<file path="src/rtl/mem_rr_arbiter.sv">
// mem_rr_arbiter: round-robin sharing of one single-beat memory port among NREQ cores, with watchdog
module mem_rr_arbiter #(
  parameter int NREQ = 4,
  parameter int AW = 32,
  parameter int DW = 32,
  parameter int TIMEOUT = 1023,
  localparam int GW = (NREQ > 1) ? $clog2(NREQ) : 1
) (
  input  logic              i_clock,
  input  logic              i_reset,
  input  logic [NREQ-1:0]   i_req_access,
  input  logic [NREQ-1:0]   i_req_write,
  input  logic [NREQ*AW-1:0] i_req_addr,
  input  logic [NREQ*DW-1:0] i_req_st_data,
  output logic [NREQ-1:0]   o_req_ready,
  output logic [DW-1:0]     o_req_data,
  output logic [AW-1:0]     o_mem_a,
  output logic [DW-1:0]     o_mem_st_data,
  output logic              o_mem_access,
  output logic              o_mem_write,
  input  logic [DW-1:0]     i_mem_data,
  input  logic              i_mem_ready,
  output logic [GW-1:0]     o_grant_id,
  output logic              o_busy,
  output logic              o_timeout_err
);
  localparam int WW = (TIMEOUT > 0) ? $clog2(TIMEOUT + 1) : 1;
  localparam logic [WW-1:0] TLAST = WW'((TIMEOUT > 0) ? TIMEOUT - 1 : 0);

  typedef enum logic {S_IDLE, S_BUSY} state_t;

  state_t          r_state;
  logic [GW-1:0]   r_grant;
  logic [GW-1:0]   r_last;
  logic [WW-1:0]   r_wdog;
  logic            r_timeout_err;
  logic            w_busy;
  logic            w_found;
  logic            w_fire;
  logic [GW-1:0]   w_next;

  assign w_busy        = (r_state == S_BUSY);
  assign w_fire        = (TIMEOUT != 0) && w_busy && !i_mem_ready && (r_wdog == TLAST);
  assign o_busy        = w_busy;
  assign o_grant_id    = r_grant;
  assign o_timeout_err = r_timeout_err;
  assign o_req_data    = i_mem_data;
  assign o_mem_access  = w_busy & i_req_access[r_grant];
  assign o_mem_write   = w_busy & i_req_write[r_grant];
  assign o_mem_a       = w_busy ? i_req_addr[r_grant*AW +: AW] : '0;
  assign o_mem_st_data = w_busy ? i_req_st_data[r_grant*DW +: DW] : '0;
  assign o_req_ready   = (w_busy & i_mem_ready) ? (NREQ'(1) << r_grant) : '0;

  // pick the first requester after the last served core, scanning downward so the nearest one wins
  always_comb begin
    w_found = 1'b0;
    w_next  = r_last;
    for (int k = NREQ; k >= 1; k--) begin
      if (i_req_access[(int'(r_last) + k) % NREQ]) begin
        w_found = 1'b1;
        w_next  = GW'((int'(r_last) + k) % NREQ);
      end
    end
  end

  // IDLE/BUSY controller with grant, fairness pointer and saturating watchdog
  always_ff @(posedge i_clock or posedge i_reset) begin
    if (i_reset) begin
      r_state       <= S_IDLE;
      r_grant       <= '0;
      r_last        <= GW'(NREQ - 1);
      r_wdog        <= '0;
      r_timeout_err <= 1'b0;
    end else if (r_state == S_IDLE) begin
      if (w_found) begin
        r_state <= S_BUSY;
        r_grant <= w_next;
        r_wdog  <= '0;
      end
    end else if (i_mem_ready) begin
      r_state <= S_IDLE;
      r_last  <= r_grant;
    end else if (w_fire) begin
      r_state       <= S_IDLE;
      r_last        <= r_grant;
      r_timeout_err <= 1'b1;
    end else if (r_wdog != '1) begin
      r_wdog <= r_wdog + 1'b1;
    end
  end
endmodule

</file>
<file path="config.mk">
export PLATFORM = sky130hd
export DESIGN_NAME = mem_rr_arbiter
export DESIGN_NICKNAME = d
export VERILOG_FILES = /design/src/rtl/mem_rr_arbiter.sv
export SDC_FILE = /design/constraint.sdc
export NUM_CORES = 1
export LEC_CHECK = 0
export BUFFER_PORTS_ARGS = -buffer_cell sky130_fd_sc_hd__buf_2
export CAP_MARGIN = 20
export CORE_AREA = 2 2 159 161
export CTS_BUF_LIST = sky130_fd_sc_hd__clkbuf_2
export DETAILED_ROUTE_END_ITERATION = 8
export DIE_AREA = 0 0 161 163
export PLACE_DENSITY = 0.48
export SLEW_MARGIN = 20
export SYNTH_ARGS = -nofsm -noshare
export SYNTH_HDL_FRONTEND = slang
export SYNTH_SLANG_ARGS = --single-unit
</file>
<file path="constraint.sdc">
create_clock -name i_clock -period 4 [get_ports i_clock]
set_input_delay 0.8 -clock i_clock [delete_from_list [all_inputs] [get_ports i_clock]]
set_output_delay 0.8 -clock i_clock [all_outputs]
set_load 0.02 [all_outputs]
</file>
# --- Word level (Yosys, flattened, before mapping) ---
# Index checks and enable logic that the tools add are counted.
op_classes:
  order_cmp: 5
  eq_ne: 5
  n_addsub: 5
  n_reduce_logical: 13
  bitwise: 9
  n_shift: 3
  muxes: 38
ops:
  columns: ["op", "n"]
  rows:
  - ["128-bit by 8-bit variable part select with 32-bit output", 2]
  - ["32-bit 2-to-1 mux", 2]
  - ["10-bit 2-to-1 mux", 5]
  - ["1-bit 2-to-1 mux", 18]
  - ["3-bit by 4-bit < comparator with 1-bit output (second input constant)", 4]
  - ["1-bit binary-select mux with 2-bit select", 6]
  - ["2-bit 2-to-1 mux", 6]
  - ["10-bit by 1-bit adder with 10-bit output (second input constant)", 1]
  - ["10-bit == test (second input constant)", 1]
  - ["10-bit inequality test (second input constant)", 1]
  - ["2-bit OR reduction", 4]
  - ["2-bit by 1-bit adder with 2-bit output (second input constant)", 2]
  - ["2-bit adder (second input constant)", 2]
  - ["1-bit bitwise AND (first input constant)", 4]
  - ["4-bit 2-to-1 mux", 1]
  - ["2-bit inequality test (second input constant)", 2]
  - ["2-bit AND reduction", 2]
  - ["4-bit AND reduction", 1]
  - ["2-bit nonzero test", 2]
  - ["1-bit by 2-bit << shifter with 4-bit output (first input constant)", 1]
  - ["1-bit bitwise AND", 3]
  - ["2-bit by 3-bit < comparator with 1-bit output (second input constant)", 1]
  - ["3-bit AND reduction", 1]
  - ["1-bit logical AND", 2]
  - ["3 further kinds", 4]
totals:
  out_inout_bits: 106
  elab_cells: 83
  register_bits: 16

# --- Logic depth before layout (Yosys ltp) ---
logic_depth:
  word_depth: 12
  mapped_depth: 6
  ltp_nobuf: 6

# --- Worst setup path after synthesis ---
# Ideal clock, no wire load.
synth_timing:
  kind: "register to output"
  from: "reg r_grant[0], in the netlist o_grant_id[0]"
  to: "out o_mem_a[0]"
  path_slack_ns: 1.686
  arrival_ns: 1.514
  path_stages_with_launch: 5
  path_buffers: 2
  required_ns: 3.200
  cell_sequence: "dfrtp_1 > buf_6 > buf_6 > mux4_2 > and2_1"
synth_via:
  elab_chain_len: 2
synth_lines:
  columns: ["item", "line", "source"]
  rows:
  - ["start: declaration", "33", "logic [GW-1:0] r_grant;"]
  - ["start signal: assignment", "77", "r_grant <= w_next;"]
  - ["128-bit by 8-bit variable part select with 32-bit output", "50", "assign o_mem_a = w_busy ? i_req_addr[r_grant*AW +: AW] : '0;"]
  - ["32-bit 2-to-1 mux", "50", null]
  - ["end: declaration", "17", "output logic [AW-1:0] o_mem_a,"]
# Every way passes these cells.

# --- Worst setup path in the final report ---
layout_timing:
  from: "reg r_grant[0], in the netlist o_grant_id[0]"
  to: "out o_mem_a[30]"
# Same word-level chain as after synthesis.

==> metrics.csv <==
metric,value,unit
ys_seq_area_share,12.2,%
reg2regPathDepth,6,
yosys-top-cells-count,"and2_1 (66), mux4_2 (66), buf_4 (32)",
synth_flop_cell,dfrtp_1,
min_from,o_timeout_err,
cts_hold_buf,0,
grt-ovfl-total,0,
fp.coreArea,0.0247,sq mm
yosys.area.top_type,mux4_2,
async_flop_share,100,%
dieArea,0.0262,sq mm
whs_path_depth,1,
critPathLaunchType,flip-flop,
die_h,163,um
area_growth,54.8,%
path_buf_inv,2,
ant_nets,0,
synthTopCellsByArea,"mux4_2 (45%), and2_1 (13%), dfrtp_1 (11%)",
initial_core_util,13.4,%
die_width,161,um
via_per_inst,4.09,
crit_fanout,20,
maxSlewViolCount,0,
critPathCaptureType,output port,
num-fill-cells,2758,
h-tree-depth,1,
stdcell_count,918,
final_nets,890,
cts_tree,yes,
grt_util_all_layers,10.2,%
post-cts-setup-buffer-count,0,
grt_max_degree,37,
dpl.cell_count,914,
cp.required,3.20,ns
leakagePower,2.46,nW
whs_endpoint,o_timeout_err,
rr_startpoint,o_busy,
cp.arrival,2.19,ns
cts_resized,0,
slowest_delay,0.61,ns
path_clk_slew,0.19,ns
clk_path_buf_depth,2,
clock_latency,0.32,ns
rows,58,
detail_route.wirelength,15000,um
yosysWarnings,0,
io_buffer_count,340,
power_density,597,mW/mm^2
diodes,0,
cts_buffers,3,
grt_antenna_before_repair,3,
yosys.area.top_type_share,45.1,%
gp_congestion,0.880,
grt_pass1_wl,21000,um
fin_setup_tns,0,ns
via_count,3751,
cp_slowest_cell,dfrtp_4,
grt_pass1_vias,3681,
synth.distinct_cells,53,
boundaryPins,405,
rsz0062_at_grt,no,
hpwlAfterDp,12700,um
reg2reg_slack,1.96,ns
postLayoutCellArea,0.00510,sq mm
finish.utilization,20.7,%
holdCritPathClass,reg2reg,
syn_area_per_cell,11.2,sq um
hold_viol_final,0,
seqCellArea,409,sq um
synth-edff-count,0,
root_buffer,clkbuf_2,
rr_endpoint,r_wdog[4],
clock_skew,0.0299,ns
setup_viol_count_final,0,
slew_headroom,54.4,%
crit_type,reg2out,
status,completed,
maxCapViolCount,0,
drt_iter0_markers,173,
synth_fp_nets,594,
placed_area,0.00508,sq mm
fin_crit,2.99,ns
path_cells,buf_4 > mux4_2 > and2_1 > buf_2,
worst_slew_pin_slew,0.683,ns
multi_input_area,0.00247,sq mm
yosys_register_bits,16,
syn_inst,293,
routedWlPerCell,16.3,um
dr.pass1.iters,4,
max_clock_freq,335,MHz
netlist_area,0.00329,sq mm
clock-sinks,16,
period_share,74.7,%
drc,0,
drive_above_1_share,73.8,%
vdd_ir_drop_max,0.458,mV
critical_path.top_delay_family,flip-flops,
[kinds of logic (layout without fill, tap and decap cells)]
family / Yosys count / after routing / synth area share [%]
AND/OR/NAND/NOR: 115 / 115 / 21.5
multiplexers: 68 / 68 / 45.8
buffers and inverters: 62 / 357 / 12.8
AO/OA/AOI/OAI: 29 / 29 / 6.57
flip-flops: 16 / 16 / 12.2
adder cells (fa/ha/maj): 2 / 2 / 0.759
XOR/XNOR: 1 / 1 / 0.266
[layer usage]
| metal | up-vias | track usage (%) | part of all wire, % |
|---|---|---|---|
| li1 | 1698 | - | - |
| met3 | 19 | 2.83 | 9.0 |
| met1 | 1796 | 11.8 | 37 |
| met2 | 232 | 18.6 | 52 |
| met4 | 6 | 2.15 | 1.9 |
| met5 | - | 0 | 0.30 |
[worst max path at each step]
| stage | from | end | cells after the start |
|---|---|---|---|
| final | o_grant_id[0] | o_mem_a[30] | 4 |
| after global routing | o_grant_id[0] | o_mem_a[13] | 4 |
| after CTS | o_grant_id[0] | o_mem_a[30] | 4 |
| after detailed placement | o_grant_id[0] | o_mem_a[30] | 4 |
| after global placement | o_grant_id[0] | o_mem_a[26] | 4 |
| after floorplan | o_grant_id[0] | o_mem_a[0] | 4 |
[where the power goes]
group	switching [W]	leakage (nW)	total, W	internal (W)
clock	0.0000574	0.0140	0.0000791	0.0000217
combinational	0.00136	2.24	0.00262	0.00126
sequential	0.000133	0.204	0.000347	0.000214
total	0.00155	2.46	0.00305	0.00149
[layout make-up]
| cell class | instances | share of cell area [%] |
|---|---|---|
| multi-input combinational | 215 | 48.4 |
| clock buffer | 3 | 0.294 |
| timing repair buffer | 347 | 34.7 |
| sequential | 16 | 8.02 |
| clock inverter | 1 | 0.0736 |
| tap | 330 | 8.10 |
| inverter | 6 | 0.442 |
[cell usage in the layout, fill, tap and decap left out, types with 3 or more instances in the layout]
cell type / synthesis / layout
a21oi_1: 3 / 3
and2_1: 66 / 66
buf_2: 8 / 340
buf_4: 32 / 6
clkbuf_2: 0 / 3
dfrtp_1: 14 / 11
inv_1: 6 / 6
mux4_2: 66 / 66
nand2_1: 7 / 7
nand2b_1: 4 / 4
nand3_1: 6 / 6
nand4_1: 4 / 4
nor2_1: 8 / 8
nor3_1: 4 / 4
o21ai_0: 3 / 3
o21ai_1: 3 / 3
[stage by stage]
step | worst slack (ns) | total power [W] | hold WS (ns)
2_1_floorplan | 1.69 | 0.00232 | 0.477
6_report | 1.01 | 0.00305 | 0.498
3_5_place_dp | 1.27 | 0.00302 | 0.455
5_1_grt | 0.830 | 0.00327 | 0.532
4_1_cts | 0.928 | 0.00311 | 0.506
3_3_place_gp | 1.31 | 0.00300 | 0.450
[flip-flops by register name, summed over array words and instances (netlist names)]
signal	count
o_grant_id	2
o_timeout_err	1
r_last	2
o_busy	1
r_wdog	10
(Power assumes the default switching activity.)
